**config.mk**
```make
export PLATFORM = sky130hd
export DESIGN_NAME = c432_irq_sequencer
export DESIGN_NICKNAME = d
export VERILOG_FILES = /design/src/rtl/c432_irq_sequencer.sv
export SDC_FILE = /design/constraint.sdc
export NUM_CORES = 1
export LEC_CHECK = 0
export BUFFER_PORTS_ARGS = -buffer_cell sky130_fd_sc_hd__buf_2
export CAP_MARGIN = 5
export CORE_MARGIN = 10
export CORE_UTILIZATION = 30
export CTS_CLUSTER_DIAMETER = 200
export DETAILED_ROUTE_END_ITERATION = 6
export PLACE_DENSITY = 0.56
export SLEW_MARGIN = 20
export SYNTH_ARGS = -nofsm -noshare
export SYNTH_HDL_FRONTEND = slang
export SYNTH_SLANG_ARGS = --single-unit
```
**constraint.sdc**
```tcl
create_clock -name clk -period 3.8 [get_ports clk]
set_input_delay 0.38 -clock clk [delete_from_list [all_inputs] [get_ports clk]]
set_output_delay 0.38 -clock clk [all_outputs]
set_load 0.02 [all_outputs]
```
**src/rtl/c432_irq_sequencer.sv**
```systemverilog
// Sequencer in front of the external c432 interrupt resolver: captures requests, freezes a snapshot, samples the result and grants with valid/ack.
// Optional macro IRQ_TIMEOUT_EN adds an ACK_TIMEOUT abort from GRANT and drives the sticky irq_tmo flag.
module c432_irq_sequencer #(
  parameter int unsigned SETTLE_CYC  = 2,
  parameter int unsigned ACK_TIMEOUT = 255
) (
  input  logic        clk,
  input  logic        rst_n,
  input  logic [26:0] irq_req,
  input  logic [8:0]  cfg_en,
  output logic [8:0]  pri_e,
  output logic [8:0]  pri_a,
  output logic [8:0]  pri_b,
  output logic [8:0]  pri_c,
  input  logic        pri_pa,
  input  logic        pri_pb,
  input  logic        pri_pc,
  input  logic [3:0]  pri_chan,
  output logic        irq_valid,
  output logic [1:0]  irq_grp,
  output logic [3:0]  irq_chan,
  input  logic        irq_ack,
  output logic        irq_err,
  output logic        irq_tmo
);

  if (SETTLE_CYC < 1 || SETTLE_CYC > 15) begin : g_bad_settle
    $error("SETTLE_CYC must be 1..15");
  end
  if (ACK_TIMEOUT < 1 || ACK_TIMEOUT > 65535) begin : g_bad_timeout
    $error("ACK_TIMEOUT must be 1..65535");
  end

  typedef enum logic [1:0] {
    S_IDLE,
    S_SETTLE,
    S_GRANT,
    S_CLEAR
  } state_t;

  state_t      state_q, state_d;
  logic [26:0] pend_q, pend_d;
  logic [3:0]  cnt_q, cnt_d;
  logic [8:0]  pri_e_q, pri_e_d;
  logic [8:0]  pri_a_q, pri_a_d;
  logic [8:0]  pri_b_q, pri_b_d;
  logic [8:0]  pri_c_q, pri_c_d;
  logic        valid_q, valid_d;
  logic [1:0]  grp_q, grp_d;
  logic [3:0]  chan_q, chan_d;
  logic        err_q, err_d;
  logic        tmo_q, tmo_d;
  logic [26:0] clr_mask;
  logic [4:0]  grant_idx;
`ifdef IRQ_TIMEOUT_EN
  logic [15:0] tmo_cnt_q, tmo_cnt_d;
`endif

  // Priority index 0 (A ch0) maps to bit 26; index grows toward bit 0.
  assign grant_idx = 5'(grp_q) * 5'd9 + {1'b0, chan_q};

  always_comb begin
    state_d  = state_q;
    cnt_d    = cnt_q;
    pri_e_d  = pri_e_q;
    pri_a_d  = pri_a_q;
    pri_b_d  = pri_b_q;
    pri_c_d  = pri_c_q;
    valid_d  = valid_q;
    grp_d    = grp_q;
    chan_d   = chan_q;
    err_d    = err_q;
    tmo_d    = tmo_q;
    clr_mask = '0;
`ifdef IRQ_TIMEOUT_EN
    tmo_cnt_d = tmo_cnt_q;
`endif

    case (state_q)
      S_IDLE: begin
        if (|(pend_q & {3{cfg_en}})) begin
          pri_a_d = pend_q[26:18];
          pri_b_d = pend_q[17:9];
          pri_c_d = pend_q[8:0];
          pri_e_d = cfg_en;
          cnt_d   = '0;
          state_d = S_SETTLE;
        end
      end
      S_SETTLE: begin
        if (cnt_q == 4'(SETTLE_CYC - 1)) begin
          if ((pri_pa || pri_pb || pri_pc) && (pri_chan <= 4'd8)) begin
            grp_d   = pri_pa ? 2'd0 : (pri_pb ? 2'd1 : 2'd2);
            chan_d  = pri_chan;
            valid_d = 1'b1;
            state_d = S_GRANT;
`ifdef IRQ_TIMEOUT_EN
            tmo_cnt_d = '0;
`endif
          end else begin
            err_d   = 1'b1;
            pri_a_d = '0;
            pri_b_d = '0;
            pri_c_d = '0;
            pri_e_d = '0;
            state_d = S_IDLE;
          end
        end else begin
          cnt_d = cnt_q + 4'd1;
        end
      end
      S_GRANT: begin
        if (irq_ack) begin
          valid_d = 1'b0;
          state_d = S_CLEAR;
        end
`ifdef IRQ_TIMEOUT_EN
        // The granted bit is not cleared on abort, so it is re-arbitrated.
        else if (tmo_cnt_q == 16'(ACK_TIMEOUT - 1)) begin
          valid_d = 1'b0;
          tmo_d   = 1'b1;
          pri_a_d = '0;
          pri_b_d = '0;
          pri_c_d = '0;
          pri_e_d = '0;
          state_d = S_IDLE;
        end else begin
          tmo_cnt_d = tmo_cnt_q + 16'd1;
        end
`endif
      end
      S_CLEAR: begin
        clr_mask = 27'd1 << (5'd26 - grant_idx);
        pri_a_d  = '0;
        pri_b_d  = '0;
        pri_c_d  = '0;
        pri_e_d  = '0;
        state_d  = S_IDLE;
      end
      default: state_d = S_IDLE;
    endcase

    // A request arriving in the CLEAR cycle keeps its bit pending.
    pend_d = (pend_q & ~clr_mask) | irq_req;
  end

  always_ff @(posedge clk or negedge rst_n) begin
    if (!rst_n) begin
      state_q <= S_IDLE;
      pend_q  <= '0;
      cnt_q   <= '0;
      pri_e_q <= '0;
      pri_a_q <= '0;
      pri_b_q <= '0;
      pri_c_q <= '0;
      valid_q <= 1'b0;
      grp_q   <= '0;
      chan_q  <= '0;
      err_q   <= 1'b0;
      tmo_q   <= 1'b0;
`ifdef IRQ_TIMEOUT_EN
      tmo_cnt_q <= '0;
`endif
    end else begin
      state_q <= state_d;
      pend_q  <= pend_d;
      cnt_q   <= cnt_d;
      pri_e_q <= pri_e_d;
      pri_a_q <= pri_a_d;
      pri_b_q <= pri_b_d;
      pri_c_q <= pri_c_d;
      valid_q <= valid_d;
      grp_q   <= grp_d;
      chan_q  <= chan_d;
      err_q   <= err_d;
      tmo_q   <= tmo_d;
`ifdef IRQ_TIMEOUT_EN
      tmo_cnt_q <= tmo_cnt_d;
`endif
    end
  end

  assign pri_e     = pri_e_q;
  assign pri_a     = pri_a_q;
  assign pri_b     = pri_b_q;
  assign pri_c     = pri_c_q;
  assign irq_valid = valid_q;
  assign irq_grp   = grp_q;
  assign irq_chan  = chan_q;
  assign irq_err   = err_q;
  assign irq_tmo   = tmo_q;

endmodule

```
==> impl_metrics.csv <==
group,metric,value,unit
logic_synthesis,synth_area_leader_cell,"dfrtp_1",
die,die_h,140,microns
logic_synthesis,yosysTopAreaCellShare,44.9,%
power,total_power,5050,uW
clock_network,tritoncts,"built",
timing,fin_crit,2.87,ns
timing,fin_skew,0.00714,ns
clock_network,worstSkewPairLatency,0.34,ns
finish,drive_gt1_share,21.9,%
timing,finalHoldViolCount,0,
die,die_area,19500,sq um
finish,nNetsFinal,604,
run,drv_cap,0,
timing,period_share,75.5,%
clock_network,cts_buffer_depth,2,
global_route,grt_max_degree,78,
setup_path,crit_slowest_cell,"nand3b_1",
timing,max_freq,349,MHz
clock_network,htreeDepth,3,
die,fp.dieW,140,microns
logic_synthesis,async_flop_share,100,%
route,drt-initial-drc-count,366,
power,p_leak,0.00200,uW
clock_network,postCtsSetupBuffers,0,
setup_path,setup.worst_path.end_class,"flip-flop",
clock_network,clk_pin_slew,0.06,ns
placement,dp_hpwl,9850,microns
timing,relSlewSlack,37.0,%
route,wl_per_cell,18.6,microns
route,vias_per_cell,5.60,
die,row_count,43,
global_route,grt_use_total,13.7,%
global_route,antenna_found_initial,0,
finish,syn_to_final_growth,22.3,%
logic_synthesis,synth_common_cells,"77 x dfrtp_1, 44 x nand2_1, 44 x o21ai_0",
logic_synthesis,synth_nets,538,
logic_synthesis,synth_cells,482,
route,final_antenna_net_count,0,
timing,rsz0062_at_grt,"false",
setup_path,worst_ep_arrival_time,3.04,ns
finish,final-seq-area,1930,sq um
logic_synthesis,syn_avg_cell_area,8.91,sq um
logic_synthesis,synth-edff-count,0,
global_route,first_global_vias,3913,
timing,setup_viol,0,
clock_network,cts_buffers,9,
timing,whs,0.256,ns
setup_path,critPathKind,"flip-flop to flip-flop",
die,start_util,30.8,%
setup_path,critPathMaxFanout,16,
setup_path,path_cells,"ha_1 > ha_1 > inv_1 > fa_1 > xnor2_1 > nand3b_1 > nor4_1 > a21oi_1",
power,pwr_density_cell,962,nW/um^2
logic_synthesis,post-synth-top-count-cell,"dfrtp_1",
route,via_count,4103,
timing,tns,0,ns
power,vdd_drop_max,0.608,mV
logic_synthesis,yosysSeqAreaShare,44.9,%
min_path,min_path_type,"input pin to flip-flop",
logic_synthesis,synth-seq-cells,77,
logic_synthesis,synthFlopType,"dfrtp_1",
setup_path,critPathLaunchType,"flip-flop",
logic_synthesis,ys_warn_count,0,
global_route,overflow,0,
global_route,grt_pass1_wl,21900,microns
timing,finalMaxSlewViolations,0,
die,ios,91,
clock_network,post_cts_resized,0,
finish,fill_cells,1413,
setup_path,critPathBufInv,1,
setup_path,cp_top_family,"simple AND/OR/NAND/NOR gates",
route,drcViolationCount,0,
route,routed_wl,13600,microns
route,dr.pass1.iters,5,
placement,place.gp.congestion,0.866,
setup_path,worst_ep_required_time,3.97,ns
finish,fin_util,37.7,%
placement,numPortBuffers,89,
die,core_area,13900,sq um
clock_network,root_buffer,"clkbuf_16",
run_status,status,"completed",
clock_network,hold_buffers,0,
logic_synthesis,synth_top_cells_by_area,"dfrtp_1 45%, o41ai_1 7.3%, o211ai_1 6.5%, and2_1 5.5%, o21ai_0 5.1%",
setup_path,max_stage_delay,0.54,ns
clock_network,cts_sinks,77,
finish,multi_input_area,2170,sq um
finish,diodes,0,
setup_path,crit_path_frequent_cell,"ha_1",
timing,worstMarginPinSlew,0.942,ns
logic_synthesis,yosysUniqueCellTypes,38,
logic_synthesis,syn_area,4300,sq um
cells by family (layout without fill, tap and decap cells):
family,after synthesis,in the layout,share of synthesized area (%)
other,1,1,0.0873
AO/OA/AOI/OAI,164,164,25.2
multiplexers,4,4,1.05
flip-flops,77,77,44.9
adder cells (fa/ha/maj),10,10,3.09
buffers and inverters,55,126,4.92
AND/OR/NAND/NOR,165,165,19.6
XOR/XNOR,6,6,1.22
power breakdown:
group / leakage, uW / switching (uW) / internal [uW] / total (uW)
clock network: 0.000167 / 337 / 659 / 996
logic: 0.00100 / 1750 / 972 / 2720
registers: 0.000828 / 233 / 1110 / 1340
total: 0.00200 / 2320 / 2740 / 5050
routing by layer:
layer  vias to the layer above  GRT usage, %  routed length, microns
li1                       1904             -                       -
met1                      2050          19.2                    6600
met2                       138          19.9                    6090
met3                        11          3.33                     751
met4                         0          4.78                     199
met5                         -             0                       0
flip-flops by register name, summed over array words and instances, names as in the netlist, named ones only:
register   flops
irq_err        1
pri_e          9
irq_chan       4
cnt_q          4
irq_grp        2
pri_a          9
irq_valid      1
pri_c          9
state_q        1
pri_b          9
pend_q        27
cell usage in the layout, fill, tap and decap left out, types with 12 or more instances in the layout:
master	n
a21oi_1	30
and2_1	38
buf_2	88
dfrtp_1	77
nand2_1	44
nor2_1	29
nor3_1	18
nor4_1	12
o211ai_1	37
o21ai_0	44
o41ai_1	36
worst paths after layout:
| kind | to | start | slack [ns] | cells after the start |
|---|---|---|---|---|
| hold / removal | irq_grp[1] | pri_pa | 0.26 | 2 |
| hold reg to reg | irq_err | irq_err | 0.47 | 1 |
| min in group asynchronous | pri_a[3] | rst_n | 0.50 | 2 |
| max in group asynchronous | irq_chan[1] | rst_n | 2.72 | 3 |
| setup / recovery | pend_q[22] | irq_grp[1] | 0.93 | 8 |
| setup reg to reg | pend_q[22] | irq_grp[1] | 0.93 | 8 |
per-stage QoR:
stage          std cells  instance area [sq um]  setup slack [ns]
3_5_place_dp         715                   4870             0.984
5_1_grt              733                   5250             0.734
2_1_floorplan        482                   4300              1.32
6_report             733                   5250             0.932
4_1_cts              731                   5220             0.959
3_3_place_gp         715                   4870              1.11
worst register-to-register path, stage by stage (launching register included):
cell      delay [ns]
dfrtp_1         0.41
ha_1            0.38
ha_1            0.19
inv_1           0.06
fa_1            0.40
xnor2_1         0.16
nand3b_1        0.54
nor4_1          0.45
a21oi_1         0.12
cell type report:
class,instances,share of cell area (%)
multi-input combinational,350,41.3
sequential,77,36.7
timing repair buffer,100,10.5
clock buffer,12,4.69
tap,180,4.29
clock inverter,4,1.81
inverter,10,0.714
No activity file was read; power rests on OpenSTA's default activity.
